`src/rtl/counter_pkg.sv`:
```
// Shared counter/timer package: FSM state encoding and default widths.
package counter_pkg;

    localparam int DEFAULT_WIDTH = 8;
    localparam int STATE_W       = 2;

    typedef enum logic [STATE_W-1:0] {
        IDLE = 2'd0,
        RUN  = 2'd1,
        DONE = 2'd2
    } state_t;

endpackage

```
`src/rtl/down_timer_if.sv`:
```
// Control/status bundle for down_timer; master drives control, slave is the timer.
interface down_timer_if
    import counter_pkg::*;
#(
    parameter int WIDTH = DEFAULT_WIDTH
);
    logic             enable;
    logic             load;
    logic [WIDTH-1:0] load_value;
    logic             auto_reload;
    logic [WIDTH-1:0] count_out;
    logic             tc_pulse;
    logic             zero;
    logic             busy;

    modport master (
        output enable, load, load_value, auto_reload,
        input  count_out, tc_pulse, zero, busy
    );

    modport slave (
        input  enable, load, load_value, auto_reload,
        output count_out, tc_pulse, zero, busy
    );
endinterface

```
`src/rtl/down_timer_prescaler.sv`:
```
// Tick generator: one tick every PRESCALE enabled clocks, synchronous clear.
module down_timer_prescaler #(
    parameter int PRESCALE = 4
) (
    input  logic clock,
    input  logic reset,
    input  logic clear,
    input  logic enable,
    output logic tick
);
    localparam int CW = (PRESCALE > 1) ? $clog2(PRESCALE) : 1;

    logic [CW-1:0] cnt;

    assign tick = enable && (cnt == CW'(PRESCALE - 1));

    always_ff @(posedge clock or negedge reset) begin
        if (!reset)
            cnt <= '0;
        else if (clear)
            cnt <= '0;
        else if (enable)
            cnt <= tick ? '0 : cnt + 1'b1;
    end
endmodule

```
`src/rtl/down_timer.sv`:
```
// Loadable down counter / interval timer with one-shot and auto-reload modes.
// Optional prescaler enabled by defining DOWN_TIMER_PRESCALE_EN.
module down_timer
    import counter_pkg::*;
#(
    parameter int WIDTH    = DEFAULT_WIDTH,
    parameter int PRESCALE = 4
) (
    input  logic         clock,
    input  logic         reset,
    down_timer_if.slave  tif
);
    state_t           state, nxt_state;
    logic [WIDTH-1:0] count, nxt_count;
    logic [WIDTH-1:0] reload, nxt_reload;
    logic             tc, nxt_tc;
    logic             run_en;
    logic             tick;

    // A load edge never decrements, so it is masked out of the count qualifier.
    assign run_en = tif.enable && (state == RUN) && !tif.load;

`ifdef DOWN_TIMER_PRESCALE_EN
    down_timer_prescaler #(.PRESCALE(PRESCALE)) u_prescaler (
        .clock  (clock),
        .reset  (reset),
        .clear  (tif.load || (state != RUN)),
        .enable (run_en),
        .tick   (tick)
    );
`else
    assign tick = run_en;
    if (PRESCALE < 1) begin : g_bad_prescale
    end
`endif

    always_ff @(posedge clock or negedge reset) begin
        if (!reset) begin
            state  <= IDLE;
            count  <= '0;
            reload <= '0;
            tc     <= 1'b0;
        end else begin
            state  <= nxt_state;
            count  <= nxt_count;
            reload <= nxt_reload;
            tc     <= nxt_tc;
        end
    end

    always_comb begin
        nxt_state  = state;
        nxt_count  = count;
        nxt_reload = reload;
        nxt_tc     = 1'b0;
        if (tif.load) begin
            nxt_count  = tif.load_value;
            nxt_reload = tif.load_value;
            nxt_state  = (tif.load_value != '0) ? RUN : DONE;
        end else if (state == RUN && tick) begin
            // <= 1 rather than == 1 so a zero count can never underflow.
            if (count <= WIDTH'(1)) begin
                nxt_tc = 1'b1;
                if (tif.auto_reload) begin
                    nxt_count = reload;
                end else begin
                    nxt_count = '0;
                    nxt_state = DONE;
                end
            end else begin
                nxt_count = count - 1'b1;
            end
        end
    end

    assign tif.count_out = count;
    assign tif.tc_pulse  = tc;
    assign tif.zero      = (count == '0);
    assign tif.busy      = (state == RUN);
endmodule

```
`src/flat_wrapper.sv`:
```
// flat-port wrapper written by rule: the top's interface ports become plain ports
module down_timer_flat import counter_pkg::*;
#(
    parameter int WIDTH    = DEFAULT_WIDTH,
    parameter int PRESCALE = 4
)
  (clock, reset, tif_enable, tif_load, tif_load_value, tif_auto_reload, tif_count_out, tif_tc_pulse, tif_zero, tif_busy);
  down_timer_if #(.WIDTH(WIDTH)) tif_i ();
  input  logic clock;
  input  logic reset;
  input wire logic [$bits(tif_i.enable)-1:0] tif_enable;
  input wire logic [$bits(tif_i.load)-1:0] tif_load;
  input wire logic [$bits(tif_i.load_value)-1:0] tif_load_value;
  input wire logic [$bits(tif_i.auto_reload)-1:0] tif_auto_reload;
  output wire logic [$bits(tif_i.count_out)-1:0] tif_count_out;
  output wire logic [$bits(tif_i.tc_pulse)-1:0] tif_tc_pulse;
  output wire logic [$bits(tif_i.zero)-1:0] tif_zero;
  output wire logic [$bits(tif_i.busy)-1:0] tif_busy;
  assign tif_i.enable = tif_enable;
  assign tif_i.load = tif_load;
  assign tif_i.load_value = tif_load_value;
  assign tif_i.auto_reload = tif_auto_reload;
  assign tif_count_out = tif_i.count_out;
  assign tif_tc_pulse = tif_i.tc_pulse;
  assign tif_zero = tif_i.zero;
  assign tif_busy = tif_i.busy;
  down_timer #(.WIDTH(WIDTH), .PRESCALE(PRESCALE)) u_core (.clock(clock), .reset(reset), .tif(tif_i));
endmodule
```
`config.mk`:
```
export PLATFORM = sky130hd
export DESIGN_NAME = down_timer_flat
export DESIGN_NICKNAME = d
export VERILOG_FILES = /design/src/rtl/counter_pkg.sv /design/src/rtl/down_timer_if.sv /design/src/rtl/down_timer_prescaler.sv /design/src/rtl/down_timer.sv /design/src/flat_wrapper.sv
export SDC_FILE = /design/constraint.sdc
export NUM_CORES = 1
export LEC_CHECK = 0
export BUFFER_PORTS_ARGS = -buffer_cell sky130_fd_sc_hd__buf_4
export CELL_PAD_IN_SITES_DETAIL_PLACEMENT = 0
export CELL_PAD_IN_SITES_GLOBAL_PLACEMENT = 1
export CORE_MARGIN = 2
export CORE_UTILIZATION = 43
export CTS_BUF_LIST = sky130_fd_sc_hd__clkbuf_16
export CTS_CLUSTER_SIZE = 14
export DETAILED_ROUTE_END_ITERATION = 16
export PLACE_DENSITY_LB_ADDON = 0.25
export SYNTH_ARGS = -nofsm -noshare
export SYNTH_HDL_FRONTEND = slang
export SYNTH_HIERARCHICAL = 1
export SYNTH_SLANG_ARGS = --single-unit
```
`constraint.sdc`:
```
create_clock -name clock -period 4.4 [get_ports clock]
set_input_delay 0.22 -clock clock [delete_from_list [all_inputs] [get_ports clock]]
set_output_delay 0.22 -clock clock [all_outputs]
set_load 0.02 [all_outputs]
```
==> out/summary.log <==
INFO  outcome        result_of_the_run=finished clean
INFO  synth          synth_sequential_area_ratio=0.425
INFO  drt            firstDrtPassIters=4
INFO  floorplan      placementRows=18
INFO  synth          synthesis.area_per_instance=10.1µm²
INFO  power_and_ir_drop share_comb_of_total_power=0.234
INFO  clock_tree     cts.repair_timing.setup_buffer_count=0
INFO  floorplan      die_x=55.0µm
INFO  synth          synth_top_flop_cell=sky130_fd_sc_hd__dfrtp_1
INFO  power_and_ir_drop power.sequential.fraction=0.418
INFO  cells_and_area final_design_area_no_fill=1390µm²
INFO  flow_run       max-cap-violations=0
INFO  min_path       worstHoldPathType=input pin to flop
INFO  sta            fin_crit=2.10ns
INFO  sta            max_slew_margin=0.526
INFO  power_and_ir_drop internal_power=0.375mW
INFO  drt            wl_per_cell=16.8µm
INFO  worst_setup_path critical_path_arrival=2.26ns
INFO  cells_and_area post_layout_util=0.563
INFO  worst_setup_path startpoint_type_of_the_worst_setup_path=flop
INFO  clock_tree     clkSinkCount=19
INFO  floorplan      io_pins=24
INFO  cells_and_area n_antenna_cell=0
INFO  worst_setup_path worst-endpoint-required=4.57ns
INFO  floorplan      design.core.area=2480µm²
INFO  synth          synth_largest_area_cell=sky130_fd_sc_hd__dfrtp_1
INFO  synth          synth_async_sr_flop_share=1.00
INFO  worst_setup_path maximum_fanout_along_the_worst_path=6
INFO  sta            hold_viol_final=0
INFO  synth          synthesis.yosys.warnings=6
INFO  power_and_ir_drop power-per-cell-area=389nW/µm²
INFO  clock_tree     clockBufferDepth=2
INFO  global_routing initial_antenna_violation_count=0
INFO  power_and_ir_drop total_leakage_power=0.609nW
INFO  floorplan      die_height=55.0µm
INFO  floorplan      dieArea=3030µm²
INFO  sta            fmaxAchievable=0.477GHz
INFO  global_routing grt_start_max_net_pins=23
INFO  power_and_ir_drop pwr-share-clk=0.348
INFO  clock_tree     cts_tree=built
INFO  power_and_ir_drop power.share.switching=0.308
INFO  synth          mappedNetlistNets=126
INFO  synth          yosys.area.top_type_share=0.425
INFO  global_routing gr-usage-all-layers=0.211
INFO  clock_tree     cts_made_buffers=3
INFO  drt            via_count=995
INFO  placement      numPortBuffers=23
INFO  cells_and_area num-nets-final=152
INFO  worst_setup_path crit_path_start=u_core/tif.count_out[0]
INFO  drt            postRouteWirelength=2.79mm
INFO  clock_tree     cts_htree_levels=1
INFO  global_routing grt_overflow=0
INFO  floorplan      floorplan.initialDensity=0.452
INFO  sta            timing.setup.tns=0ns
INFO  drt            drt-vias-per-instance=5.99
INFO  worst_setup_path critPathKind=flop to flop
INFO  clock_tree     post_cts_resize_count=0
INFO  synth          ys_ff_latch=19
INFO  sta            worst_slack=2.30ns
INFO  power_and_ir_drop ir_worst_vdd=0.000241V
INFO  sta            skew=0.00225ns
INFO  drt            initialDrtViolationCount=45
INFO  power_and_ir_drop switchingPower=0.167mW
INFO  synth          synth.cell_area=1120µm²
INFO  clock_tree     buffer_cell_driving_the_clock_tree_root=sky130_fd_sc_hd__clkbuf_16
INFO  cells_and_area final_layout_size_suffix_gt1_frac=0.309
INFO  sta            setup_viol=0
INFO  sta            report.final.slew_viol_count=0
INFO  clock_tree     insertion_delay=0.25ns
INFO  placement      final_weighted_congestion_in_routability_driven_placement=0.722
INFO  cells_and_area layout.cells.non_filler=166
INFO  placement      dpl_cell_area=1310µm²
INFO  sta            grt_setup_unrepaired=false
INFO  placement      place_hpwl=1.99mm
INFO  clock_tree     clock_slew_at_reported_path_ffs=0.05ns
INFO  placement      placed_cells_incl_taps=161
INFO  synth          synth_area_leaders=sky130_fd_sc_hd__dfrtp_1, sky130_fd_sc_hd__mux2_2, sky130_fd_sc_hd__a21oi_1
INFO  drt            ant_nets=0
INFO  synth          synthesis.instances=111
INFO  drt            detail_route.drc_violations=0
INFO  min_path       hold_path_startpoint=tif_load_value[2]
INFO  sta            fin_crit_sh=0.476
INFO  sta            slew_worst_pin=0.707ns
INFO  global_routing first_global_vias=918
INFO  synth          synth_enable_flop_cells=0
INFO  global_routing grt_first_pass_wirelength=4.37mm
INFO  worst_setup_path endpoint_type_of_the_worst_setup_path=flop
INFO  synth          netlist-cell-type-count=37
INFO  worst_setup_path worstReg2RegStart=u_core/tif.count_out[0]
INFO  placement      post-place-ws=2.36ns
INFO  cells_and_area flow.area_growth_from_synthesis=24.6%
==> power groups by stage <==
stage	logic, mW	clock network [mW]	registers, mW
floorplan	0.0630	0	0.238
global placement	0.124	0	0.228
detailed placement	0.126	0	0.230
CTS	0.127	0.190	0.227
global route	0.138	0.201	0.231
finish	0.127	0.189	0.227
==> per-stage QoR <==
step	total power [mW]	hold slack, ns
floorplan	0.301	-0.0756
global placement	0.352	0.109
detailed placement	0.356	0.114
CTS	0.544	0.216
global route	0.569	0.221
finish	0.542	0.217
==> layer usage <==
layer  global-route usage  share of wire  vias up
li1                     -              -      478
met1                0.259           0.45      479
met2                0.357           0.49       33
met3               0.0403          0.051        5
met4               0.0976          0.017        0
met5                    0              0        -
==> cell type report <==
type                    count  area, µm²
clock inverters             1       3.75
multi-input cells          81        589
fillers                   240       1080
inverters                   8       30.0
clock buffers               3       75.1
repair buffers             24        183
well taps                  30       37.5
flip-flops and latches     19        475
==> registers in the layout, summed over array words and instances, names as in the netlist <==
name and cells:
u_core/tif.count_out 8, u_core/tif.tc_pulse 1, u_core/reload 8, u_core/state 2
==> logic make-up after synthesis <==
family                   after synthesis  share of synthesized area
XOR/XNOR                               1                    0.00783
buffers and inverters                 11                     0.0481
flip-flops                            19                      0.425
multiplexers                           9                     0.0895
AO/OA/AOI/OAI                         31                      0.216
AND/OR/NAND/NOR                       38                      0.191
adder cells (fa/ha/maj)                2                     0.0224
==> final timing paths <==
path,cells after the start,to,slack (ns)
worst max-delay path,6,u_core/tif.count_out[6],2.30
worst min-delay path,2,u_core/reload[2],0.22
worst max register to register,6,u_core/tif.count_out[6],2.30
worst min register to register,1,u_core/reload[0],0.51
max in group asynchronous,2,u_core/reload[2],3.82
min in group asynchronous,2,u_core/reload[4],0.38
==> repair_timing <==
item | 4_1_cts | 5_1_grt
hold endpoints to repair | 19 | 0
hold buffers | 1 | 0
endpoints found under the setup margin | 0 | 0
==> synthesized netlist by cell type, types with 2 or more instances <==
cell type and number:
sky130_fd_sc_hd__nor3_1 4, sky130_fd_sc_hd__nand2_1 5, sky130_fd_sc_hd__mux2_2 8, sky130_fd_sc_hd__a21oi_1 10, sky130_fd_sc_hd__a222oi_1 2, sky130_fd_sc_hd__a211oi_2 3
sky130_fd_sc_hd__inv_1 8, sky130_fd_sc_hd__nor2b_1 2, sky130_fd_sc_hd__nor4_1 2, sky130_fd_sc_hd__a221oi_1 3, sky130_fd_sc_hd__nor2_1 12, sky130_fd_sc_hd__a2111oi_0 2
sky130_fd_sc_hd__a22oi_1 2, sky130_fd_sc_hd__a31oi_1 3, sky130_fd_sc_hd__nand3_1 4, sky130_fd_sc_hd__ha_1 2, sky130_fd_sc_hd__dfrtp_1 19
==> worst max-delay path: stages, from the launching register on <==
cell                       delay (ns)
sky130_fd_sc_hd__dfrtp_1         0.42
sky130_fd_sc_hd__inv_1           0.09
sky130_fd_sc_hd__ha_1            0.23
sky130_fd_sc_hd__or2_1           0.28
sky130_fd_sc_hd__a31oi_1         0.58
sky130_fd_sc_hd__a222oi_1        0.17
sky130_fd_sc_hd__a211oi_2        0.24
==> placed cells by master (no fill, tap or decap), drive strengths merged, types with 2 or more instances in the layout <==
| master | instances |
|---|---|
| nand2 | 5 |
| buf | 23 |
| a211oi | 3 |
| a31oi | 3 |
| nor4 | 3 |
| nor2 | 12 |
| dfrtp | 19 |
| nor3 | 4 |
| a2111oi | 2 |
| clkbuf | 3 |
| inv | 9 |
| a222oi | 2 |
| nor2b | 2 |
| a221oi | 4 |
| nand3 | 4 |
| a21oi | 10 |
| mux2 | 8 |
| a22oi | 2 |
| ha | 2 |
No activity file was read; power rests on OpenSTA's default activity.
